<file path="src/rtl/mips_pkg.sv">
// rtl/mips_pkg.sv - shared MIPS pipeline types: fetch-stage FSM states and instruction width
package mips_pkg;

  localparam int INSN_W = 32;

  typedef enum logic [2:0] {
    IFS_BOOT  = 3'd0,
    IFS_RUN   = 3'd1,
    IFS_STALL = 3'd2,
    IFS_FLUSH = 3'd3,
    IFS_HALT  = 3'd4
  } ifs_state_e;

endpackage

</file>
<file path="src/rtl/pc_target_check.sv">
// rtl/pc_target_check.sv - flags a 32-bit byte address as a legal word fetch address
module pc_target_check #(
  parameter int ADDR_W    = 8,
  parameter int MEM_BYTES = 150
) (
  input  logic [31:0] target_i,
  output logic        legal_o
);

  localparam logic [31:0] MAX_PC = 32'(MEM_BYTES - 4);

  // The upper-bit test matters only for redirect targets; a sequential PC never reaches it.
  assign legal_o = (target_i[1:0] == 2'b00) &&
                   (target_i <= MAX_PC) &&
                   ((target_i >> ADDR_W) == 32'd0);

endmodule

</file>
<file path="src/rtl/if_pc_sequencer.sv">
// rtl/if_pc_sequencer.sv - IF-stage PC register with stall, redirect, wrap and halt sequencing
module if_pc_sequencer
  import mips_pkg::*;
#(
  parameter int          ADDR_W    = 8,
  parameter int          MEM_BYTES = 150,
  parameter int unsigned RESET_PC  = 0
) (
  input  logic              clk,
  input  logic              rst,
  input  logic              stall_i,
  input  logic              redirect_i,
  input  logic [31:0]       redirect_pc_i,
  input  logic              halt_i,
  output logic [ADDR_W-1:0] pc_o,
  output logic [31:0]       pc_plus4_o,
  output logic              fetch_valid_o,
  output logic              flush_o,
  output logic              wrap_o,
  output logic              fault_o,
  output logic [2:0]        state_o
);

  localparam logic [ADDR_W-1:0] RESET_PC_A = ADDR_W'(RESET_PC);

  ifs_state_e        state_q, state_d;
  logic [ADDR_W-1:0] pc_q, pc_d;
  logic              fetch_valid_q, fetch_valid_d;
  logic              flush_q, flush_d;
  logic              wrap_q, wrap_d;
  logic              fault_q, fault_d;

  logic [31:0] seq_pc;
  logic        seq_legal;
  logic        redir_legal;

  assign seq_pc = {{(32-ADDR_W){1'b0}}, pc_q} + 32'd4;

  pc_target_check #(.ADDR_W(ADDR_W), .MEM_BYTES(MEM_BYTES)) u_seq_check (
    .target_i (seq_pc),
    .legal_o  (seq_legal)
  );

  pc_target_check #(.ADDR_W(ADDR_W), .MEM_BYTES(MEM_BYTES)) u_redir_check (
    .target_i (redirect_pc_i),
    .legal_o  (redir_legal)
  );

  always_comb begin
    state_d = state_q;
    pc_d    = pc_q;
    wrap_d  = 1'b0;
    fault_d = fault_q;
    case (state_q)
      IFS_BOOT: begin
        state_d = IFS_RUN;
        pc_d    = RESET_PC_A;
      end
      IFS_RUN, IFS_STALL: begin
        if (halt_i) begin
          state_d = IFS_HALT;
        end else if (redirect_i) begin
          if (redir_legal) begin
            pc_d    = redirect_pc_i[ADDR_W-1:0];
            state_d = IFS_FLUSH;
          end else begin
            fault_d = 1'b1;
            state_d = IFS_HALT;
          end
        end else if (stall_i) begin
          state_d = IFS_STALL;
        end else begin
          state_d = IFS_RUN;
          if (seq_legal) begin
            pc_d = seq_pc[ADDR_W-1:0];
          end else begin
            pc_d   = RESET_PC_A;
            wrap_d = 1'b1;
          end
        end
      end
      // The redirect target already sits in the PC; it is fetched in the following RUN cycle.
      IFS_FLUSH: begin
        if (halt_i) begin
          state_d = IFS_HALT;
        end else begin
          state_d = stall_i ? IFS_STALL : IFS_RUN;
        end
      end
      IFS_HALT: state_d = IFS_HALT;
      default:  state_d = IFS_BOOT;
    endcase
    fetch_valid_d = (state_d == IFS_RUN) || (state_d == IFS_STALL);
    flush_d       = (state_d == IFS_FLUSH);
  end

  always_ff @(posedge clk) begin
    if (rst) begin
      state_q       <= IFS_BOOT;
      pc_q          <= RESET_PC_A;
      fetch_valid_q <= 1'b0;
      flush_q       <= 1'b0;
      wrap_q        <= 1'b0;
      fault_q       <= 1'b0;
    end else begin
      state_q       <= state_d;
      pc_q          <= pc_d;
      fetch_valid_q <= fetch_valid_d;
      flush_q       <= flush_d;
      wrap_q        <= wrap_d;
      fault_q       <= fault_d;
    end
  end

  assign pc_o          = pc_q;
  assign pc_plus4_o    = seq_pc;
  assign fetch_valid_o = fetch_valid_q;
  assign flush_o       = flush_q;
  assign wrap_o        = wrap_q;
  assign fault_o       = fault_q;
  assign state_o       = state_q;

endmodule
</file>
<file path="config.mk">
export PLATFORM = sky130hd
export DESIGN_NAME = if_pc_sequencer
export DESIGN_NICKNAME = d
export VERILOG_FILES = /design/src/rtl/mips_pkg.sv /design/src/rtl/pc_target_check.sv /design/src/rtl/if_pc_sequencer.sv
export SDC_FILE = /design/constraint.sdc
export NUM_CORES = 1
export LEC_CHECK = 0
export ABC_AREA = 1
export BUFFER_PORTS_ARGS = -buffer_cell sky130_fd_sc_hd__buf_2
export CORE_ASPECT_RATIO = 0.75
export CORE_MARGIN = 2
export CORE_UTILIZATION = 42
export CTS_CLUSTER_DIAMETER = 150
export DETAILED_ROUTE_END_ITERATION = 6
export PLACE_DENSITY = 0.91
export REMOVE_ABC_BUFFERS = 1
export SLEW_MARGIN = 25
export SYNTH_ARGS = -nofsm -noshare
export SYNTH_HDL_FRONTEND = slang
export SYNTH_SLANG_ARGS = --single-unit
</file>
<file path="constraint.sdc">
create_clock -name clk -period 1.75 [get_ports clk]
set_clock_uncertainty 0.15 [all_clocks]
set_input_delay 0.2625 -clock clk [delete_from_list [all_inputs] [get_ports clk]]
set_output_delay 0.2625 -clock clk [all_outputs]
set_load 0.01 [all_outputs]
</file>
==> impl_metrics.ini <==
[sta]
setup_viol = 0
period_needed_ns = 1.72
finalSetupTns_ns = 0
slew_viol_final = 0
fmax_mhz = 581
period_share = 0.984
hold_viol_final = 0

[logic_synthesis]
synth-main-ff-cell = dfxtp_1
ys_ff_latch = 15
synth_edf_count = 0
synthesis.area_um2 = 1300
ys_seq_area_frac = 0.232
synth.top_cell.area_share = 0.232
synth_top_cell_by_area = dfxtp_1
avgSynthCellArea_um2 = 6.11
synth.most_common_cell = nand2_1
synth_cell_types = 28
ys_warn_count = 0
syn_inst = 212
async_flop_share = 0
netlist_top_cells_area = dfxtp_1 (23%), nand2_1 (18%), buf_4 (14%), nor2_1 (8.4%), inv_1 (5.5%)
synth_commonest_cells = nand2_1 (63), nor2_1 (29), buf_4 (25)

[floorplanning]
rows = 17
initial_core_util = 0.442
die_area_um2 = 3550
io_pins = 84
die_h_um = 52.1
core_um2 = 2940
die_w_um = 68.2

[pwr]
power_density_nw_per_um2 = 658
p_total_mw = 1.10
ir_worst_vdd_v = 0.000372
power.leakage_nw = 0.954

[worst_setup_path]
cp.required_ns = 1.34
reg2regPathDepth = 9
r2r_setup_slack_ns = 0.10
crit_arrival_ns = 1.31
end_kind = output pin
reg2reg_to = pc_o[2]
worst-setup-path-type = reg2out
crit_fanout = 4
r2r-start = pc_o[3]
start_kind = register

[route]
vias = 1426
routed_wl_um = 3180
drcViolationCount = 0
dr.first_iter.drc_count = 52
routedWlPerCell_um = 10.2
ant_nets = 0
viasPerCell = 4.57
drt_first_pass_iters = 4

[outcome]
status = finished clean

[placed_design]
hpwl_um = 2590
place.gp.congestion = 0.890
portBuffers = 60

[layout]
antenna_cells = 0
syn2layout_area_growth_pct = 28.6
seq_area_um2 = 309
fin_util = 0.568
layout.nets = 314
drive_gt1_frac = 0.350
multi_input_area_um2 = 813
fillCellCount = 280

[job]
cap_violations = 0

[clock_tree]
cts-hold-fix-buffers = 0
cts_buffer_depth = 2
cts.sinks = 15
cts-root-buf = clkbuf_8
cts_buffers = 3
clk_pin_slew_ns = 0.07
worst_skew_pair.late_latency_ns = 0.25
cts_tree = done
cts_htree_levels = 1

[grt]
antenna_found_initial = 0
grt_pass1_vias = 1241
grt_overflow = 0
grt_first_pass_wirelength_um = 5230
grt_max_degree = 13
track_usage = 0.192

[min_path]
min_from = rst
worstHoldPathCells = 2
hp-class = in2reg
min_to = pc_o[3]
==> worst max-delay path, cell delays in order, from the launching register on <==
cell and delay [ns]:
dfxtp_4 0.37, ha_4 0.17, or2_4 0.25, and2_4 0.15
buf_6 0.11
==> layer usage <==
layer | wire length (um) | global-route usage | vias to the layer above | share of wire
li1 | - | - | 732 | -
met1 | 1310 | 0.236 | 628 | 0.41
met2 | 1590 | 0.341 | 61 | 0.50
met3 | 261 | 0.0411 | 5 | 0.082
met4 | 22 | 0.0433 | 0 | 0.0069
met5 | 0 | 0 | - | 0
==> logic make-up after synthesis <==
logic type | share of synthesized area
adders and majority gates | 0.0193
and+or+nand+nor | 0.445
DFF | 0.232
AOI/OAI and AO/OA | 0.0666
other | 0.00289
buffers and inverters | 0.235
==> cell type report <==
type | count | share of cell area
clock buffer | 3 | 0.0248
sequential | 15 | 0.185
multi-input combinational | 165 | 0.488
inverter | 26 | 0.0586
clock inverter | 1 | 0.00300
timing repair buffer | 64 | 0.212
tap | 38 | 0.0285
==> stage by stage <==
stage                     instance area [um^2]  setup WS, ns  cells  hold WS (ns)
after floorplan                           1170       -0.0917    206         0.182
after global placement                    1540        0.0980    306         0.296
after detailed placement                  1540       -0.0210    306         0.303
after CTS                                 1620      0.000715    312         0.161
after global routing                      1670      -0.00390    312         0.185
final                                     1670        0.0274    312         0.172
==> layout by cell type (no fill, tap or decap) <==
cell,synthesis,routed
nand3_1,8,8
nand2_1,63,61
dfxtp_4,0,2
buf_6,1,4
a21oi_1,10,9
nand4_1,9,9
o21a_1,1,1
nand3_4,2,2
nor2_4,1,1
buf_4,25,3
nor2_1,29,28
or2_4,1,1
o21ai_1,1,1
nand2_2,3,5
and2_1,3,2
inv_2,5,6
dfxtp_2,0,1
ha_4,0,2
a21oi_2,1,2
clkbuf_8,0,3
dfxtp_1,15,12
nand3_2,2,2
or2_2,1,1
o21ai_0,3,3
nor3_1,1,1
clkinv_2,0,1
clkinv_1,2,2
nor2_2,0,1
and2_4,0,1
inv_1,19,18
nand2_4,1,1
buf_2,0,57
conb_1,1,23
==> power breakdown <==
group	switching (mW)	internal [mW]
clock	0.137	0.158
sequential	0.0203	0.370
combinational	0.267	0.144
==> how the worst max path moves through the flow <==
stage	startpoint	to	slack, ns	cells past startpoint
after detailed placement	pc_o[2]	pc_o[1]	-0.02	10
after floorplan	pc_o[2]	pc_o[0]	-0.09	10
after CTS	pc_o[2]	pc_plus4_o[4]	0.0007	4
after global routing	pc_o[3]	pc_o[2]	-0.004	9
after global placement	pc_o[2]	pc_o[1]	0.1	10
final	pc_o[3]	pc_plus4_o[4]	0.03	4
==> registers in the layout, summed over array words and instances, names as in the netlist <==
signal	cells
wrap_o	1
flush_o	1
state_o	3
pc_o	8
fetch_valid_o	1
fault_o	1
==> timing repair <==
action,CTS,global route
pin swaps,1,8
cloned,0,0
setup endpoints to repair,5,9
endpoints found under the hold margin,0,0
setup buffers,2,0
gates resized for setup,6,12
Power figures use the tool's default switching activity.
